## src/rtl/rs_syndrome_seq_pkg.sv

```systemverilog
// Shared constants, state encoding and GF(8) helpers for the RS(7,5) syndrome sequencer.
package rs_syndrome_seq_pkg;

   localparam int SW  = 3;
   localparam int N   = 7;
   localparam int FCR = 1;

   localparam logic [SW:0]   PRIM_POLY = 4'b1011;
   localparam logic [SW-1:0] ALPHA     = 3'b010;
   localparam logic [2:0]    N_CNT     = 3'(N);
   // alpha has order 7, so exponents are reduced mod 7 up front
   localparam logic [2:0]    EXP0      = 3'(FCR % 7);
   localparam logic [2:0]    EXP1      = 3'((FCR + 1) % 7);

   typedef enum logic [1:0] {
      ACC0 = 2'd0,
      ACC1 = 2'd1,
      DONE = 2'd2
   } state_e;

   function automatic logic [SW-1:0] gf_xtime(input logic [SW-1:0] v);
      return {v[SW-2:0], 1'b0} ^ (v[SW-1] ? PRIM_POLY[SW-1:0] : '0);
   endfunction

endpackage

```

## src/rtl/rs_syndrome_seq_if.sv

```systemverilog
// Symbol-in / syndrome-out handshake bundle; frame_err exists only with RS_SYND_FRAMECHK_EN.
interface rs_syndrome_seq_if;
   import rs_syndrome_seq_pkg::*;

   logic          in_valid;
   logic          in_ready;
   logic [SW-1:0] in_sym;
   logic          in_last;
   logic          synd_valid;
   logic          synd_ready;
   logic [SW-1:0] synd0;
   logic [SW-1:0] synd1;
   logic          synd_zero;
`ifdef RS_SYND_FRAMECHK_EN
   logic          frame_err;

   modport master (output in_valid, in_sym, in_last, synd_ready,
                   input  in_ready, synd_valid, synd0, synd1, synd_zero, frame_err);
   modport slave  (input  in_valid, in_sym, in_last, synd_ready,
                   output in_ready, synd_valid, synd0, synd1, synd_zero, frame_err);
`else
   modport master (output in_valid, in_sym, in_last, synd_ready,
                   input  in_ready, synd_valid, synd0, synd1, synd_zero);
   modport slave  (input  in_valid, in_sym, in_last, synd_ready,
                   output in_ready, synd_valid, synd0, synd1, synd_zero);
`endif

endinterface

```

## src/rtl/rs_syndrome_seq_gf_mul.sv

```systemverilog
// Combinational GF(8) multiply of a vector-form operand by alpha^k (k in 0..6).
module rs_gf_const_mul
   import rs_syndrome_seq_pkg::*;
(
   input  logic [SW-1:0] a,
   input  logic [2:0]    k,
   output logic [SW-1:0] p
);

   always_comb begin
      p = a;
      for (int i = 0; i < 7; i++) begin
         if (3'(i) < k) p = gf_xtime(p);
      end
   end

endmodule

```

## src/rtl/rs_syndrome_seq.sv

```systemverilog
// RS(7,5) syndrome generator: Horner evaluation at alpha^FCR and alpha^(FCR+1)
// sharing one constant multiplier. Optional frame-length check: RS_SYND_FRAMECHK_EN.
//
// state | meaning
// ACC0  | waiting for a symbol; on handshake fold it into acc0
// ACC1  | fold the captured symbol into acc1 using the shared multiplier
// DONE  | syndromes presented, held until accepted
module rs_syndrome_seq
   import rs_syndrome_seq_pkg::*;
(
   input  logic           clk,
   input  logic           rst_n,
   rs_syndrome_seq_if.slave bus
);

   state_e        state_q, state_d;
   logic [SW-1:0] acc0_q, acc0_d, acc1_q, acc1_d, sym_q, sym_d;
   logic [2:0]    cnt_q, cnt_d, cnt_inc;
   logic          in_ready_q, in_ready_d;
   logic          synd_valid_q, synd_valid_d;
   logic [SW-1:0] synd0_q, synd0_d, synd1_q, synd1_d;
   logic          synd_zero_q, synd_zero_d;
   logic [SW-1:0] mul_a, mul_p, add_b, sum;
   logic [2:0]    mul_k;
   logic          hs, last_sym;
`ifdef RS_SYND_FRAMECHK_EN
   logic          err_pend_q, err_pend_d, early_q, early_d, frame_err_q, frame_err_d;
`else
   logic          unused_in_last;
   assign unused_in_last = bus.in_last;
`endif

   assign hs      = bus.in_valid & in_ready_q;
   assign cnt_inc = cnt_q + 3'd1;

   // operand muxes steer the single multiplier between the two accumulators
   always_comb begin
      mul_a = (state_q == ACC1) ? acc1_q : acc0_q;
      mul_k = (state_q == ACC1) ? EXP1   : EXP0;
      add_b = (state_q == ACC1) ? sym_q  : bus.in_sym;
      sum   = mul_p ^ add_b;
   end

   rs_gf_const_mul u_mul (
      .a (mul_a),
      .k (mul_k),
      .p (mul_p)
   );

`ifdef RS_SYND_FRAMECHK_EN
   assign last_sym = (cnt_q == N_CNT) | early_q;
`else
   assign last_sym = (cnt_q == N_CNT);
`endif

   always_comb begin
      state_d      = state_q;
      acc0_d       = acc0_q;
      acc1_d       = acc1_q;
      sym_d        = sym_q;
      cnt_d        = cnt_q;
      in_ready_d   = in_ready_q;
      synd_valid_d = synd_valid_q;
      synd0_d      = synd0_q;
      synd1_d      = synd1_q;
      synd_zero_d  = synd_zero_q;
`ifdef RS_SYND_FRAMECHK_EN
      err_pend_d   = err_pend_q;
      early_d      = early_q;
      frame_err_d  = frame_err_q;
`endif
      case (state_q)
         ACC0: begin
            if (hs) begin
               acc0_d     = sum;
               sym_d      = bus.in_sym;
               cnt_d      = (cnt_q == N_CNT) ? cnt_q : cnt_inc;
               in_ready_d = 1'b0;
               state_d    = ACC1;
`ifdef RS_SYND_FRAMECHK_EN
               if (bus.in_last != (cnt_inc == N_CNT)) err_pend_d = 1'b1;
               if (bus.in_last) early_d = 1'b1;
`endif
            end
         end
         ACC1: begin
            acc1_d = sum;
            if (last_sym) begin
               state_d      = DONE;
               synd_valid_d = 1'b1;
               synd0_d      = acc0_q;
               synd1_d      = sum;
               synd_zero_d  = (acc0_q == '0) && (sum == '0);
`ifdef RS_SYND_FRAMECHK_EN
               frame_err_d  = err_pend_q;
`endif
            end else begin
               state_d    = ACC0;
               in_ready_d = 1'b1;
            end
         end
         DONE: begin
            if (bus.synd_ready) begin
               state_d      = ACC0;
               acc0_d       = '0;
               acc1_d       = '0;
               cnt_d        = '0;
               in_ready_d   = 1'b1;
               synd_valid_d = 1'b0;
               synd0_d      = '0;
               synd1_d      = '0;
               synd_zero_d  = 1'b0;
`ifdef RS_SYND_FRAMECHK_EN
               err_pend_d   = 1'b0;
               early_d      = 1'b0;
               frame_err_d  = 1'b0;
`endif
            end
         end
         default: state_d = ACC0;
      endcase
   end

   always_ff @(posedge clk or negedge rst_n) begin
      if (!rst_n) begin
         state_q      <= ACC0;
         acc0_q       <= '0;
         acc1_q       <= '0;
         sym_q        <= '0;
         cnt_q        <= '0;
         in_ready_q   <= 1'b1;
         synd_valid_q <= 1'b0;
         synd0_q      <= '0;
         synd1_q      <= '0;
         synd_zero_q  <= 1'b0;
`ifdef RS_SYND_FRAMECHK_EN
         err_pend_q   <= 1'b0;
         early_q      <= 1'b0;
         frame_err_q  <= 1'b0;
`endif
      end else begin
         state_q      <= state_d;
         acc0_q       <= acc0_d;
         acc1_q       <= acc1_d;
         sym_q        <= sym_d;
         cnt_q        <= cnt_d;
         in_ready_q   <= in_ready_d;
         synd_valid_q <= synd_valid_d;
         synd0_q      <= synd0_d;
         synd1_q      <= synd1_d;
         synd_zero_q  <= synd_zero_d;
`ifdef RS_SYND_FRAMECHK_EN
         err_pend_q   <= err_pend_d;
         early_q      <= early_d;
         frame_err_q  <= frame_err_d;
`endif
      end
   end

   assign bus.in_ready   = in_ready_q;
   assign bus.synd_valid = synd_valid_q;
   assign bus.synd0      = synd0_q;
   assign bus.synd1      = synd1_q;
   assign bus.synd_zero  = synd_zero_q;
`ifdef RS_SYND_FRAMECHK_EN
   assign bus.frame_err  = frame_err_q;
`endif

endmodule

```

## src/flat_wrapper.sv

```systemverilog
// flat-port wrapper written by rule: the top's interface ports become plain ports
module rs_syndrome_seq_flat import rs_syndrome_seq_pkg::*;
  (clk, rst_n, bus_in_valid, bus_in_sym, bus_in_last, bus_synd_ready, bus_in_ready, bus_synd_valid, bus_synd0, bus_synd1, bus_synd_zero);
  rs_syndrome_seq_if bus_i ();
  input  logic clk;
  input  logic rst_n;
  input wire logic [$bits(bus_i.in_valid)-1:0] bus_in_valid;
  input wire logic [$bits(bus_i.in_sym)-1:0] bus_in_sym;
  input wire logic [$bits(bus_i.in_last)-1:0] bus_in_last;
  input wire logic [$bits(bus_i.synd_ready)-1:0] bus_synd_ready;
  output wire logic [$bits(bus_i.in_ready)-1:0] bus_in_ready;
  output wire logic [$bits(bus_i.synd_valid)-1:0] bus_synd_valid;
  output wire logic [$bits(bus_i.synd0)-1:0] bus_synd0;
  output wire logic [$bits(bus_i.synd1)-1:0] bus_synd1;
  output wire logic [$bits(bus_i.synd_zero)-1:0] bus_synd_zero;
  assign bus_i.in_valid = bus_in_valid;
  assign bus_i.in_sym = bus_in_sym;
  assign bus_i.in_last = bus_in_last;
  assign bus_i.synd_ready = bus_synd_ready;
  assign bus_in_ready = bus_i.in_ready;
  assign bus_synd_valid = bus_i.synd_valid;
  assign bus_synd0 = bus_i.synd0;
  assign bus_synd1 = bus_i.synd1;
  assign bus_synd_zero = bus_i.synd_zero;
  rs_syndrome_seq u_core (.clk(clk), .rst_n(rst_n), .bus(bus_i));
endmodule
```

## config.mk

```make
export PLATFORM = sky130hd
export DESIGN_NAME = rs_syndrome_seq_flat
export DESIGN_NICKNAME = d
export VERILOG_FILES = /design/src/rtl/rs_syndrome_seq_pkg.sv /design/src/rtl/rs_syndrome_seq_if.sv /design/src/rtl/rs_syndrome_seq_gf_mul.sv /design/src/rtl/rs_syndrome_seq.sv /design/src/flat_wrapper.sv
export SDC_FILE = /design/constraint.sdc
export NUM_CORES = 1
export LEC_CHECK = 0
export CAP_MARGIN = 25
export CORE_MARGIN = 2
export CORE_UTILIZATION = 54
export DETAILED_ROUTE_END_ITERATION = 16
export PLACE_DENSITY_LB_ADDON = 0.12
export SETUP_SLACK_MARGIN = 0.3
export SYNTH_ARGS = -nofsm -noshare
export SYNTH_HDL_FRONTEND = slang
export SYNTH_SLANG_ARGS = --single-unit
```

## constraint.sdc

```tcl
create_clock -name clk -period 2.4 [get_ports clk]
set_input_delay 0.36 -clock clk [delete_from_list [all_inputs] [get_ports clk]]
set_output_delay 0.36 -clock clk [all_outputs]
set_load 0.1 [all_outputs]
```

# [Word level (Yosys, flattened, before mapping)]
# Index checks and enable logic that the tools add are counted.
[word_totals] register_bits=23 latch_bits=0 ramBits=0 rom_bits=0 out_inout_bits=9 n_memories=0
[op_classes] addsub=1 mul=0 div=0 n_lt_le_gt_ge=7 n_eq_ne=8 n_shift=0 n_mux=41 n_bitwise=9 n_reduce_logical=14
[op_table] cell="3-bit 2-to-1 mux" n=15
[op_table] cell="3-bit case mux with 2 select lines" n=5
[op_table] cell="2-bit 2-to-1 mux" n=11
[op_table] cell="3-bit by 2-bit XOR with 3-bit output" n=7
[op_table] cell="3-bit < comparator (first input constant)" n=3
[op_table] cell="4-bit AND reduction" n=2
[op_table] cell="3-bit zero test" n=2
[op_table] cell="1-bit by 3-bit < comparator with 1-bit output (first input constant)" n=2
[op_table] cell="2-bit by 3-bit < comparator with 1-bit output (first input constant)" n=2
[op_table] cell="1-bit 2-to-1 mux" n=6
[op_table] cell="2-bit != test (second input constant)" n=3
[op_table] cell="2-bit case mux with 3 select lines" n=1
[op_table] cell="2-bit AND reduction" n=3
[op_table] cell="3-bit AND reduction" n=2
[op_table] cell="2-bit by 1-bit != test with 1-bit output (second input constant)" n=2
[op_table] cell="1-bit case mux with 2 select lines" n=2
[op_table] cell="2-bit nonzero test" n=2
[op_table] cell="3-bit by 1-bit adder with 3-bit output (second input constant)" n=1
[op_table] cell="3-bit equality test (second input constant)" n=1
[op_table] cell="1-bit case mux with 3 select lines" n=1
[op_table] cell="3-bit nonzero test" n=1
[op_table] cell="3-bit XOR" n=1
[op_table] cell="2-bit by 1-bit equality test with 1-bit output (second input constant)" n=1
[op_table] cell="2-bit equality test (second input constant)" n=1
[op_table] cell="other kinds (3)" n=3

# [Depth between registers and ports, before layout]
[logic_depth] ltp_word=28 mapped_depth=8

# [Modules after synthesis]
# Synthesis repeated with hierarchy kept, for this count alone.
[unflattened] cells_unflattened=165 area_unflattened_um2=1670.4
[modules_own_cells] mod="rs_syndrome_seq" n_inst=1 cells_each=111 area_per_inst_um2=1306.3 seq_area_each_um2=576.8
[modules_own_cells] mod="rs_gf_const_mul" n_inst=1 cells_each=54 area_per_inst_um2=364.1 seq_area_each_um2=0.0

# [Worst setup path after synthesis]
# Ideal clock, no wire load.
[synth_timing] kind="register -> register" from="register u_core.in_ready_q (netlist: u_core.bus.in_ready)" to="register u_core.cnt_q[0]" arrival_ns=1.882 required_time_ns=2.275 setup_slack_ns=0.393 stages_incl_launch_ff=6 n_path_buf=0 cell_sequence="dfstp_2 nand2_1 a21o_1 o21bai_2 a21oi_2 mux2_2"
[synth_between] elab_chain_cells=3
[synth_lines] element="start, declared" line_no="rs_syndrome_seq.sv:19" rtl="logic in_ready_q, in_ready_d;"
[synth_lines] element="start signal, assigned" line_no="rs_syndrome_seq.sv:147" rtl="in_ready_q <= in_ready_d;"
[synth_lines] element="1-bit bitwise AND" line_no="rs_syndrome_seq.sv:33" rtl="assign hs = bus.in_valid & in_ready_q;"
[synth_lines] element="2-bit by 1-bit != test with 1-bit output (no source line)"
[synth_lines] element="4-bit AND reduction (no source line)"
[synth_lines] element="end signal, assigned" line_no="rs_syndrome_seq.sv:146" rtl="cnt_q <= cnt_d;"
[synth_lines] element="end, declared" line_no="rs_syndrome_seq.sv:18" rtl="logic [2:0] cnt_q, cnt_d, cnt_inc;"
# No other way between the ends.
# A chain may end at the register's enable or synchronous reset.

# [Worst setup path in the final report]
[layout_timing] from="register u_core.state_q[1]" to="register u_core.cnt_q[2]"
[layout_between] elab_chain_cells=3 word_cells_on_any_way=8 cone_classes="eq/ne: 4; mux: 1; reduce/logical: 3"
[layout_lines] element="start, declared" line_no="rs_syndrome_seq.sv:16" rtl="state_e state_q, state_d;"
[layout_lines] element="start signal, assigned" line_no="rs_syndrome_seq.sv:142" rtl="state_q <= state_d;"
[layout_lines] element="2-bit equality test / 2-bit zero test (equally long branches)" line_no="rs_syndrome_seq.sv:72" rtl="case (state_q)"
[layout_lines] element="2-bit != test (no source line), or another cell as far along"
[layout_lines] element="4-bit AND reduction (no source line)"
# Parallel ways exist; a longest one is shown, timed or not.

==> metrics.md <==
| Metric | Value |
|---|---|
| Die Area | 0.00280 sq mm |
| Core Region | 0.00223 sq mm |
| Vias per cell | 5.51 |
| PwrDens | 1440 mW/mm^2 |
| Gr ovfl total | 0 |
| Clk sinks | 23 |
| Estimated wirelength of the detail-placed design | 1.75 mm |
| Worst-path clk slew | 130 ps |
| P_leak | 0.682 nW |
| Critical Path Fanout Max | 5 |
| Final setup violation count | 0 |
| Global-route wire length before repair | 4.03 mm |
| Vias in the first global route | 895 |
| Drt drc | 0 |
| Non-Filler Instances | 170 |
| Arrival time worst endpoint | 2140 ps |
| CP Launch Type | flip-flop |
| Synthesis-stage register bit count | 23 |
| Max-cap violations | 0 |
| Area grow syn2layout | 15.5% |
| Post-route minimum period | 1930 ps |
| Synth async-reset ratio | 1.00 |
| CP required | 2610 ps |
| Sequential element share of the synthesized area | 0.446 |
| Peak VDD IR | 1.02 mV |
| DR WL/cell | 14.1 um |
| Row cnt | 17 |
| Reg2reg end | u_core.cnt_q[2] |
| Routed Wire Length | 2.40 mm |
| Diode count | 0 |
| Outcome | finished clean |
| Final Wtd Congestion | 0.751 |
| Clock root cell | clkbuf_4 |
| Worst-skew pair later-pin latency | 320 ps |
| Synth Warn # | 0 |
| Worst-case hold slack | 376 ps |
| Largest net degree at the start of global routing | 24 |
| Worst-case reg-to-reg path depth | 6 |
| Synth unique cells | 36 |
| CTS tree | done |
| Overall Global Routing Usage | 0.203 |
| Fraction of layout cells with a size suffix above 1 | 0.268 |
| Initial Utilization | 0.579 |
| First-pass DRT Iterations | 4 |
| Cts hold-fix bufs | 0 |
| Die Span Y | 52.9 um |
| Worst Skew | 4.64 ps |
| Nets | 158 |
| Hold WC Path Type | input port to asynchronous set/reset pin |
| Fin Setup TNS | 0 ps |
| Synthesized area per cell | 10.6 sq um |
| CP endpoint kind | flip-flop |
| Worst Max-Slew Pin Slew | 373 ps |
| R2r setup slk | 470 ps |
| Top Ports | 17 |
| Number of H-tree levels | 1 |
| Die X | 52.9 um |
| Vias | 937 |
| IO buf count | 15 |
| Ys flop type | dfrtp_1 |
| Slew Viols, Final | 0 |
| RSZ-0062 raised after global routing | false |
| Period utilization | 0.803 |
| Setup CP Type | flip-flop to flip-flop |
| Starting DRC count in detailed routing | 7 |
| CTS Buffer Depth | 2 |
| Rel. slew slack | 0.750 |
| Mapped Cells | 122 |
| CTS buffer count | 3 |
| FF-to-FF Start | u_core.state_q[1] |
| Post-synth EDFFs | 0 |
| Final hold vios | 0 |
| Synth Cell Area | 0.00129 sq mm |
| Post-Syn Nets | 137 |
| Antenna-violating nets left | 0 |
| Initial antenna violation count | 0 |
| F_max | 0.519 GHz |
| Placed Cells | 165 |
cell usage in the layout (no fill, tap or decap), types with 2 or more instances in the layout:
cell / synthesis / routed
dfrtp_1: 22 / 21
o21ai_0: 16 / 16
buf_4: 0 / 14
nand2_1: 12 / 12
mux2i_1: 7 / 7
mux2_2: 7 / 7
nor2_1: 6 / 6
ha_1: 7 / 6
clkdlybuf4s50_1: 0 / 6
xnor2_1: 5 / 5
inv_1: 3 / 3
a21oi_1: 3 / 3
nand2b_1: 3 / 3
nor2b_1: 3 / 3
and2b_2: 3 / 3
clkbuf_4: 0 / 3
xor2_1: 2 / 2
state kept, by name, summed over array words and instances, names as in the netlist:
register,count
u_core.bus.synd_zero,1
u_core.cnt_q,3
u_core.bus.in_ready,1
u_core.acc0_q,3
u_core.state_q,2
u_core.bus.synd_valid,1
u_core.bus.synd0,3
u_core.sym_q,3
u_core.acc1_q,3
u_core.bus.synd1,3
worst max-delay path: stages (launching register included):
cell and delay [ps]:
dfrtp_1 450, ha_1 210, nor2b_1 170, a21o_1 200, o21bai_2 240, a21oi_2 200, mux2_2 350
cells by family (layout without fill, tap and decap cells):
group	after synthesis	after routing	share of synthesized area
flip-flops	23	23	0.446
AND/OR/NAND/NOR	35	35	0.148
XOR/XNOR	7	7	0.0474
multiplexers	14	14	0.115
AO/OA/AOI/OAI	29	29	0.143
buffers and inverters	7	27	0.0329
adder cells (fa/ha/maj)	7	7	0.0677
metal layers:
metal | wire length (um) | global-route usage
met5 | 0 | 0
met4 | 28 | 0.0769
met3 | 69 | 0.0254
met2 | 1170 | 0.340
met1 | 1130 | 0.265
final cells by class:
class | instances | area (sq um)
flip-flops and latches | 23 | 578
repair buffers | 20 | 165
inverters | 3 | 11.3
clock buffers | 3 | 22.5
fillers | 177 | 739
multi-input cells | 92 | 677
clock inverters | 1 | 5.00
well taps | 28 | 35.0
what timing repair did:
| item | CTS | global route |
|---|---|---|
| setup buffers | 0 | 1 |
| gates resized for setup | 0 | 2 |
| endpoints found under the hold margin | 0 | 0 |
| setup endpoints to repair | 0 | 5 |
how the worst max path moves through the flow:
stage | slack (ps) | cells past startpoint | startpoint | to
3_5_place_dp | 350 | 6 | bus_synd_ready | u_core.cnt_q[2]
3_3_place_gp | 380 | 6 | bus_synd_ready | u_core.cnt_q[0]
6_report | 470 | 6 | u_core.state_q[1] | u_core.cnt_q[2]
5_1_grt | 350 | 7 | u_core.state_q[0] | u_core.cnt_q[1]
4_1_cts | 390 | 7 | u_core.state_q[1] | u_core.bus.synd_zero
2_1_floorplan | 390 | 5 | u_core.bus.in_ready | u_core.cnt_q[0]
where the power goes:
part           internal (W)  switching (W)
sequential         0.000554       0.000125
combinational      0.000472       0.000818
clock             0.0000624       0.000123
synthesized netlist by cell type, types with 2 or more instances:
library cell  number  area (sq um)
a21oi_1            3          15.0
xnor2_1            5          43.8
nand2_1           12          45.0
dfrtp_1           22           551
nor2b_1            3          18.8
nor2_1             6          22.5
buf_6              2          22.5
mux2i_1            7          70.1
inv_1              3          11.3
xor2_1             2          17.5
and2b_2            3          26.3
o21ai_0           16          80.1
nand2b_1           3          18.8
mux2_2             7          78.8
ha_1               7          87.6
stage by stage:
| stage | setup WS [ps] | instance area (sq um) | util | power, W |
|---|---|---|---|---|
| 2_1_floorplan | 393 | 1290 | - | 0.00172 |
| 3_3_place_gp | 377 | 1460 | 0.652 | 0.00193 |
| 3_5_place_dp | 350 | 1460 | 0.652 | 0.00197 |
| 4_1_cts | 388 | 1480 | 0.664 | 0.00216 |
| 5_1_grt | 349 | 1490 | 0.669 | 0.00233 |
| 6_report | 473 | 1490 | 0.669 | 0.00215 |
No activity file was read; power rests on OpenSTA's default activity.
==> RTL change: new RTL, same settings <==
Reset style: synchronous (`rst_n`), changed in one clocked block.
--- a/src/rtl/rs_syndrome_seq.sv
+++ b/src/rtl/rs_syndrome_seq.sv
@@ -121,7 +121,7 @@
       endcase
    end
 
-   always_ff @(posedge clk or negedge rst_n) begin
+   always_ff @(posedge clk) begin
       if (!rst_n) begin
          state_q      <= ACC0;
          acc0_q       <= '0;
Behaviour: differs if rst_n is asserted again (counterexample within 4 cycles, from zero or initial values and one cycle with rst_n low); with rst_n held inactive, the same outputs for 10 cycles.
==> RTL change against the unedited design <==
  * Setup slack better by 0.086 ns
  * Die area down 4.7%
  * Routed wire length down 2.8%
  * Synthesized cell count down 0.82%
  * Sequential cell count unchanged
  * Area after synthesis down 5.1%
  * Maximum frequency up 4.7%
  * Cell count down 3.5%
  * Cell area down 6.4%
  * Critical endpoint is now u_core.acc0_q[1]
Power is not compared: it rests on default switching activity, and its combinational part moved more than twofold at a synthesized area within 25%.
==> RTL change: results (changes against the unedited design) <==
run_status:
  outcome: "complete, no violations"  # unchanged
power:
  peakVddDrop_mv: 0.490
  leakagePower_nw: 0.559
routing:
  routed_wl_mm: 2.33  # was 2.40 mm
  route.met2.wl_mm: 1.11  # was 1.17 mm
  wl_met3_um: 77  # was 69 um
  wl_met1_mm: 1.14  # was 1.13 mm
  drtIter0Drc: 11  # was 7
  vias_per_cell: 5.49  # was 5.51
  firstDrtPassIters: 5  # was 4
  postRouteAntennaNets: 0  # unchanged
  top_layer: "met3"  # was met4
  drc_errors: 0  # unchanged
sta:
  clock-skew-final_ns: 0.00339  # was 0.00464 ns
  whs_ns: 0.466  # was 0.376 ns
  slew_headroom: 0.673  # was 0.750
  fin_ws_ns: 0.559  # was 0.473 ns
synthesis:
  syn-num-nets: 135  # was 137
  ys_types: 36  # unchanged
  yosys_warnings: 0  # unchanged
  async_flop_share: 0  # was 1.00
  synth.yosys.seq_area_share: 0.375  # was 0.446
  synthFlopType: "dfxtp_1"  # was dfrtp_1
  synth_commonest_cells: "dfxtp_1, nor2b_1, mux2i_1"  # was dfrtp_1, o21ai_0, nand2_1
  ys_top_cells_by_area: "dfxtp_1, nor2b_1, mux2i_1"  # was dfrtp_1, ha_1, o21ai_0
grt:
  grt_max_degree: 24  # unchanged
  antenna_found_initial: 0  # unchanged
  grt_pass1_wl_mm: 4.17  # was 4.03 mm
  grt_pass1_vias: 889  # was 895
  track_usage: 0.205  # was 0.203
worst_setup_path:
  reg2reg_from: "u_core.state_q[0]"  # was u_core.state_q[1]
  crit_end: "u_core.acc0_q[1]"  # was u_core.cnt_q[2]
  cp_data_required_time_ns: 2.65  # was 2.61 ns
  path_class: "reg2reg"  # unchanged
  slowest_delay_ns: 0.47  # was 0.45 ns
  r2r_cells: 6  # unchanged
  cp_slowest_cell: "mux2i_1"  # was dfrtp_1
  r2r_setup_slack_ns: 0.56  # was 0.47 ns
  cp_max_fo: 10  # was 5
clock_network:
  clkLatencyLatePin_ns: 0.31
  cts_setup_buffers: 0  # unchanged
  cts_buffers: 3  # unchanged
  ctsHoldBuffers: 0  # unchanged
  cts_resized: 0  # unchanged
  clkTransAtPathRegs_ns: 0.13  # about the same
  cts-root-buf: "clkbuf_4"  # unchanged
  clock_path_buffers: 2  # unchanged
  cts_htree_levels: 1  # unchanged
layout:
  fillers: 192  # was 177
  drive_gt1_frac: 0.147  # was 0.268
  fin_nets: 151  # was 158
  antenna_cells: 0  # unchanged
min_path:
  hold_depth: 2
  min_path_type: "reg2reg"  # was in2async
  min_to: "u_core.bus.synd1[0]"
place:
  dp_hpwl_mm: 1.67  # was 1.75 mm
  gp_congestion: 0.799  # was 0.751
  dp_slack_ns: 0.585  # was 0.350 ns
  port_buffers: 15  # unchanged
## RTL change: critical path, delay by kind of cell (launching register included)
family / cells / cell delay, ns
multiplexers: 1 / 0.47
flip-flops: 1 / 0.37
AND/OR/NAND/NOR: 2 / 0.32
AO/OA/AOI/OAI: 1 / 0.09
buffers and inverters: 1 / 0.09
adder cells (fa/ha/maj): 1 / 0.44
## RTL change: report_power, final
part           switching, mW  total, mW  internal [mW]
Clock                  0.119      0.181         0.0622
Sequential            0.0223      0.426          0.403
Combinational          0.105      0.200         0.0945
Total                  0.246      0.806          0.560
## RTL change: cell families after synthesis
group | synth area share
AOI/OAI and AO/OA | 0.161
xor gates and xnor gates | 0.0836
adders and majority gates | 0.0612
buffers and inverters | 0.0346
DFF | 0.375
muxes | 0.0917
and+or+nand+nor | 0.193
## RTL change: cell type report
| class | count | area [um2] | share of cell area |
|---|---|---|---|
| clock buffers | 3 | 22.5 | 0.0161 |
| clock inverters | 1 | 5.00 | 0.00358 |
| inverters | 4 | 15.0 | 0.0107 |
| multi-input cells | 89 | 724 | 0.518 |
| flip-flops and latches | 23 | 460 | 0.329 |
| well taps | 28 | 35.0 | 0.0251 |
| repair buffers | 16 | 135 | 0.0967 |
## RTL change: per-stage QoR
step	instance area, um2	power [mW]	instances
2_1_floorplan	1230	0.588	121
3_3_place_gp	1370	0.631	160
3_5_place_dp	1370	0.633	160
4_1_cts	1400	0.815	164
5_1_grt	1400	0.848	164
6_report	1400	0.806	164
## RTL change: per-layer routing
layer / track usage / up-vias
li1: - / 463
met1: 0.290 / 425
met2: 0.323 / 13
met3: 0.0287 / 0
met4: 0.0658 / 0
met5: 0 / -
